--- config.mk ---
export PLATFORM = sky130hd
export DESIGN_NAME = if_id_reg_flat
export DESIGN_NICKNAME = d
export VERILOG_FILES = /design/src/rtl/if_id_reg_pkg.sv /design/src/rtl/if_id_reg_if.sv /design/src/rtl/if_id_reg_pipe_reg.sv /design/src/rtl/if_id_reg.sv /design/src/flat_wrapper.sv
export SDC_FILE = /design/constraint.sdc
export NUM_CORES = 1
export LEC_CHECK = 0
export CORE_MARGIN = 5
export CORE_UTILIZATION = 43
export CTS_BUF_LIST = sky130_fd_sc_hd__clkbuf_16
export DETAILED_ROUTE_END_ITERATION = 8
export MAX_ROUTING_LAYER = met4
export PLACE_DENSITY = 0.81
export SLEW_MARGIN = 20
export SYNTH_ARGS = -nofsm -noshare
export SYNTH_HDL_FRONTEND = slang
export SYNTH_SLANG_ARGS = --single-unit
--- constraint.sdc ---
create_clock -name i_clk -period 1.2 [get_ports i_clk]
set_input_delay 0.24 -clock i_clk [delete_from_list [all_inputs] [get_ports i_clk]]
set_output_delay 0.24 -clock i_clk [all_outputs]
set_load 0.05 [all_outputs]
--- src/rtl/if_id_reg_pkg.sv ---
// Pipeline-wide definitions shared by the inter-stage registers of the 5-stage MIPS core.
// Holds the data width, the NOP encoding and the common stall/flush control decode.
package if_id_reg_pkg;

  localparam int DATA_W = 32;

  // sll $0,$0,0 encodes as all zeros; a flushed stage carries this as its bubble.
  localparam logic [DATA_W-1:0] NOP_INS = 32'h0000_0000;

  typedef struct packed {
    logic clear;
    logic load;
  } pipe_ctrl_t;

  // Freeze masks everything, and flush beats write. Reset is handled in the registers themselves.
  function automatic pipe_ctrl_t decode_ctrl(input logic clk_en,
                                             input logic flush,
                                             input logic write);
    pipe_ctrl_t ctrl;
    ctrl.clear = clk_en & flush;
    ctrl.load  = clk_en & ~flush & write;
    return ctrl;
  endfunction

endpackage

--- src/rtl/if_id_reg_if.sv ---
// IF -> ID stage bundle: the control and data that IF offers, and the registered view that ID sees.
// The master side is the IF stage and its control sources. The slave side is the IF/ID register.
interface if_id_reg_if
  import if_id_reg_pkg::*;
#(
  parameter int NB_REG = DATA_W
);

  logic              i_dunit_clk_en;
  logic              i_flush;
  logic              i_write;
  logic [NB_REG-1:0] i_pc_four;
  logic [NB_REG-1:0] i_data_ins_mem;
  logic [NB_REG-1:0] o_pc_four;
  logic [NB_REG-1:0] o_data_ins_mem;

  modport master (
    output i_dunit_clk_en, i_flush, i_write, i_pc_four, i_data_ins_mem,
    input  o_pc_four, o_data_ins_mem
  );

  modport slave (
    input  i_dunit_clk_en, i_flush, i_write, i_pc_four, i_data_ins_mem,
    output o_pc_four, o_data_ins_mem
  );

endinterface

--- src/rtl/if_id_reg_pipe_reg.sv ---
// Generic NB-wide pipeline register with synchronous reset, synchronous clear, load and hold.
// It is used for each field of the IF/ID, ID/EX, EX/MEM and MEM/WB registers.
module pipe_reg #(
  parameter int          NB      = 32,
  parameter logic [NB-1:0] CLR_VAL = '0
) (
  input  logic          i_clk,
  input  logic          i_reset,
  input  logic          i_clear,
  input  logic          i_load,
  input  logic [NB-1:0] i_d,
  output logic [NB-1:0] o_q
);

  logic [NB-1:0] data_d;
  logic [NB-1:0] data_q;

  // NOTE: data_d defaults to data_q before any branch, so hold is explicit and no latch is inferred.
  always_comb begin
    data_d = data_q;
    if (i_clear) begin
      data_d = CLR_VAL;
    end else if (i_load) begin
      data_d = i_d;
    end
  end

  // NOTE: state updates use non-blocking assignment, so every stage samples pre-edge values.
  always_ff @(posedge i_clk) begin
    if (i_reset) begin
      data_q <= CLR_VAL;
    end else begin
      data_q <= data_d;
    end
  end

  assign o_q = data_q;

endmodule

--- src/rtl/if_id_reg.sv ---
// IF/ID pipeline register: latches PC+4 and the fetched instruction for the ID stage.
// It supports a hazard stall, a branch/jump flush to a NOP bubble, and a debug-unit freeze.
module if_id_reg
  import if_id_reg_pkg::*;
#(
  parameter int NB_REG = DATA_W
) (
  input logic          i_clk,
  input logic          i_reset,
  if_id_reg_if.slave   bus
);

  pipe_ctrl_t ctrl;

  always_comb begin
    ctrl = decode_ctrl(bus.i_dunit_clk_en, bus.i_flush, bus.i_write);
  end

  // Both fields share one control decode, so they can never update independently.
  pipe_reg #(
    .NB      (NB_REG),
    .CLR_VAL ('0)
  ) u_pc_four (
    .i_clk   (i_clk),
    .i_reset (i_reset),
    .i_clear (ctrl.clear),
    .i_load  (ctrl.load),
    .i_d     (bus.i_pc_four),
    .o_q     (bus.o_pc_four)
  );

  pipe_reg #(
    .NB      (NB_REG),
    .CLR_VAL (NB_REG'(NOP_INS))
  ) u_ins (
    .i_clk   (i_clk),
    .i_reset (i_reset),
    .i_clear (ctrl.clear),
    .i_load  (ctrl.load),
    .i_d     (bus.i_data_ins_mem),
    .o_q     (bus.o_data_ins_mem)
  );

endmodule

--- src/flat_wrapper.sv ---
// flat-port wrapper written by rule: the top's interface ports become plain ports
module if_id_reg_flat import if_id_reg_pkg::*;
#(
  parameter int NB_REG = DATA_W
)
  (i_clk, i_reset, bus_i_dunit_clk_en, bus_i_flush, bus_i_write, bus_i_pc_four, bus_i_data_ins_mem, bus_o_pc_four, bus_o_data_ins_mem);
  if_id_reg_if #(.NB_REG(NB_REG)) bus_i ();
  input logic i_clk;
  input logic i_reset;
  input wire logic [$bits(bus_i.i_dunit_clk_en)-1:0] bus_i_dunit_clk_en;
  input wire logic [$bits(bus_i.i_flush)-1:0] bus_i_flush;
  input wire logic [$bits(bus_i.i_write)-1:0] bus_i_write;
  input wire logic [$bits(bus_i.i_pc_four)-1:0] bus_i_pc_four;
  input wire logic [$bits(bus_i.i_data_ins_mem)-1:0] bus_i_data_ins_mem;
  output wire logic [$bits(bus_i.o_pc_four)-1:0] bus_o_pc_four;
  output wire logic [$bits(bus_i.o_data_ins_mem)-1:0] bus_o_data_ins_mem;
  assign bus_i.i_dunit_clk_en = bus_i_dunit_clk_en;
  assign bus_i.i_flush = bus_i_flush;
  assign bus_i.i_write = bus_i_write;
  assign bus_i.i_pc_four = bus_i_pc_four;
  assign bus_i.i_data_ins_mem = bus_i_data_ins_mem;
  assign bus_o_pc_four = bus_i.o_pc_four;
  assign bus_o_data_ins_mem = bus_i.o_data_ins_mem;
  if_id_reg #(.NB_REG(NB_REG)) u_core (.i_clk(i_clk), .i_reset(i_reset), .bus(bus_i));
endmodule
==> flow_summary.ini <==
[synth]
syn_area_um2 = 3138
synth_compound_area_frac = 0.3246
synth_xor_xnor_area_share = 0
synth-seq-area-share = 0.4083
synth_cell_types = 11
synthAdderAreaFrac = 0
synthCells = 286
synth-seq-cells = 64
avgSynthCellArea_um2 = 10.97
yosys.area.top_type_share = 0.4083
synthMuxAreaShare = 0
synth_top_family_by_area = compound AO/OA/AOI/OAI gates
yosys.area_share.simple = 0.1300
synth_top_cell_by_area = dfxtp_1
synth.area.top_cells = dfxtp_1, o32ai_2, nand2b_1
synth.net_count = 355
yosys_warnings = 0

[critical_path]
worstPathArrival_ns = 1.36
worst-path-buf-inv = 2
end_kind = flip-flop
cp_top_family = buffers and inverters
r2r_slack_ns = 0.38
critPathSlowestCell = clkdlybuf4s50_1
cp_data_required_time_ns = 1.39
cpPeakStageDelay_ns = 0.49
worstPathMaxFanout = 28
critPathKind = in2reg
cp-start-kind = input pin
worstPathCellList = clkdlybuf4s50_1 -> nand3b_1 -> buf_12 -> o32ai_1

[drt]
wl_um = 7532
routed.top_layer = met4
drt_iter0_drc = 93
drc_errors = 0
dr_wl_met2_um = 3859
drt-pass1-iter-count = 4
final_antenna_net_count = 0
wl_met3_um = 569
wl_per_cell_um = 14.51
vias_per_cell = 4.726
vias = 2453
wl_met1_um = 3060

[floorplan]
dieHeight_um = 95.43
fp-row-count = 31
die_area_um2 = 9106
die_w_um = 95.43
ios = 133
initial_core_util = 0.4373
core_um2 = 7176

[outcome]
status = completed

[placed_design]
gp_congestion = 0.7522
dpl.hpwl_um = 5661
port_buffers = 132
pre_cts_ws_ns = -0.2936

[job]
drv_cap = 0

[global_routing]
track_usage = 0.1730
overflow = 0
grt_pass1_wl_um = 11790
grt_pass1_vias = 2394
grt_start_max_net_pins = 39
antenna_found_initial = 0

[sta]
tightest_slew_ns = 0.2605
hold_slack_ns = 0.3343
setup_tns_ns = 0
max_freq_mhz = 852.4
setup_viol = 0
slew_headroom = 0.8258
hold_viol = 0
finClkSkew_ns = 0
slew_violations = 0
period_minus_slack_ns = 1.173
rsz0062_at_grt = false
final.period_utilization = 0.9777
setup_ws_ns = 0.02678

[clocking]
cts_buffer_depth = 2
numCtsBuffers = 9
cts_root_buf = clkbuf_16
cts_resized = 0
cts_tree = yes
cts_max_level = 3
clkTransAtPathRegs_ns = 0.05
cts_hold_buffers = 0
cts.sinks = 64
insertion_delay_ns = 0.32
post-cts-setup-buffer-count = 0

[finish]
nNetsFinal = 484
fill_cells = 433
drive_gt1_frac = 0.3690
seqCellArea_um2 = 1281
num_antenna_cells = 0
final_util = 0.7725
multi_input_area_um2 = 1434
area_delta_synth_final_pct = 76.63

[worst_hold_path]
hp-class = in2reg

[pwr]
total_power_mw = 6.094
ir_drop_mv = 0.7956
power_density_nw_per_um2 = 1099
power_leakage_nw = 1.927
kinds of logic (layout without fill, tap and decap cells):
kind of cell | count (synthesis) | count (layout)
AOI/OAI and AO/OA | 65 | 65
DFF | 64 | 64
and+or+nand+nor | 65 | 65
buffers and inverters | 92 | 226
layer usage:
metal | up-vias | global-route usage
met2 | 86 | 0.2805
met1 | 1134 | 0.2051
met3 | 4 | 0.04815
met5 | - | -
li1 | 1229 | -
met4 | 0 | 0.06398
power by group:
| part | leakage, nW | internal (mW) | total [mW] | switching [mW] |
|---|---|---|---|---|
| Sequential | 0.519 | 2.19 | 2.25 | 0.0640 |
| Combinational | 1.26 | 0.623 | 1.16 | 0.540 |
| Clock | 0.153 | 1.80 | 2.68 | 0.882 |
state kept, by name, summed over array words and instances, names as in the netlist:
register              cells
u_core.u_ins.o_q         32
u_core.u_pc_four.o_q     32
metrics by stage:
stage	instance area [µm²]	std cells
floorplan	3138	286
global placement	5231	503
detailed placement	5231	503
CTS	5543	519
global route	5543	519
finish	5543	519
Yosys cell counts, drive strengths merged:
library cell,n
buf,21
clkbuf,7
dfxtp,64
inv,64
nand2b,64
nand3b,1
o21a,1
o32ai,64
cell type report:
| cell class | count | share of cell area |
|---|---|---|
| flip-flops and latches | 64 | 0.2312 |
| repair buffers | 146 | 0.3883 |
| well taps | 99 | 0.02235 |
| inverters | 64 | 0.04334 |
| clock buffers | 9 | 0.04063 |
| multi-input cells | 130 | 0.2587 |
| clock inverters | 7 | 0.01558 |
worst paths after layout:
check | from | end | cells after the start
setup reg to reg | u_core.u_ins.o_q[20] | u_core.u_ins.o_q[20] | 2
hold / removal | i_reset | u_core.u_ins.o_q[31] | 2
setup / recovery | bus_i_flush | u_core.u_ins.o_q[27] | 4
hold reg to reg | u_core.u_ins.o_q[26] | u_core.u_ins.o_q[26] | 2
cell usage in the layout (no fill, tap or decap), types with 3 or more instances in the layout:
| master | synthesis | layout |
|---|---|---|
| clkdlybuf4s50_1 | 0 | 67 |
| inv_1 | 64 | 64 |
| nand2b_1 | 64 | 64 |
| clkbuf_16 | 0 | 9 |
| buf_12 | 0 | 71 |
| o32ai_1 | 4 | 4 |
| clkinv_2 | 0 | 3 |
| buf_4 | 6 | 8 |
| o32ai_2 | 60 | 60 |
| dfxtp_1 | 64 | 64 |
Note: power is estimated with default switching activity, not from simulation.
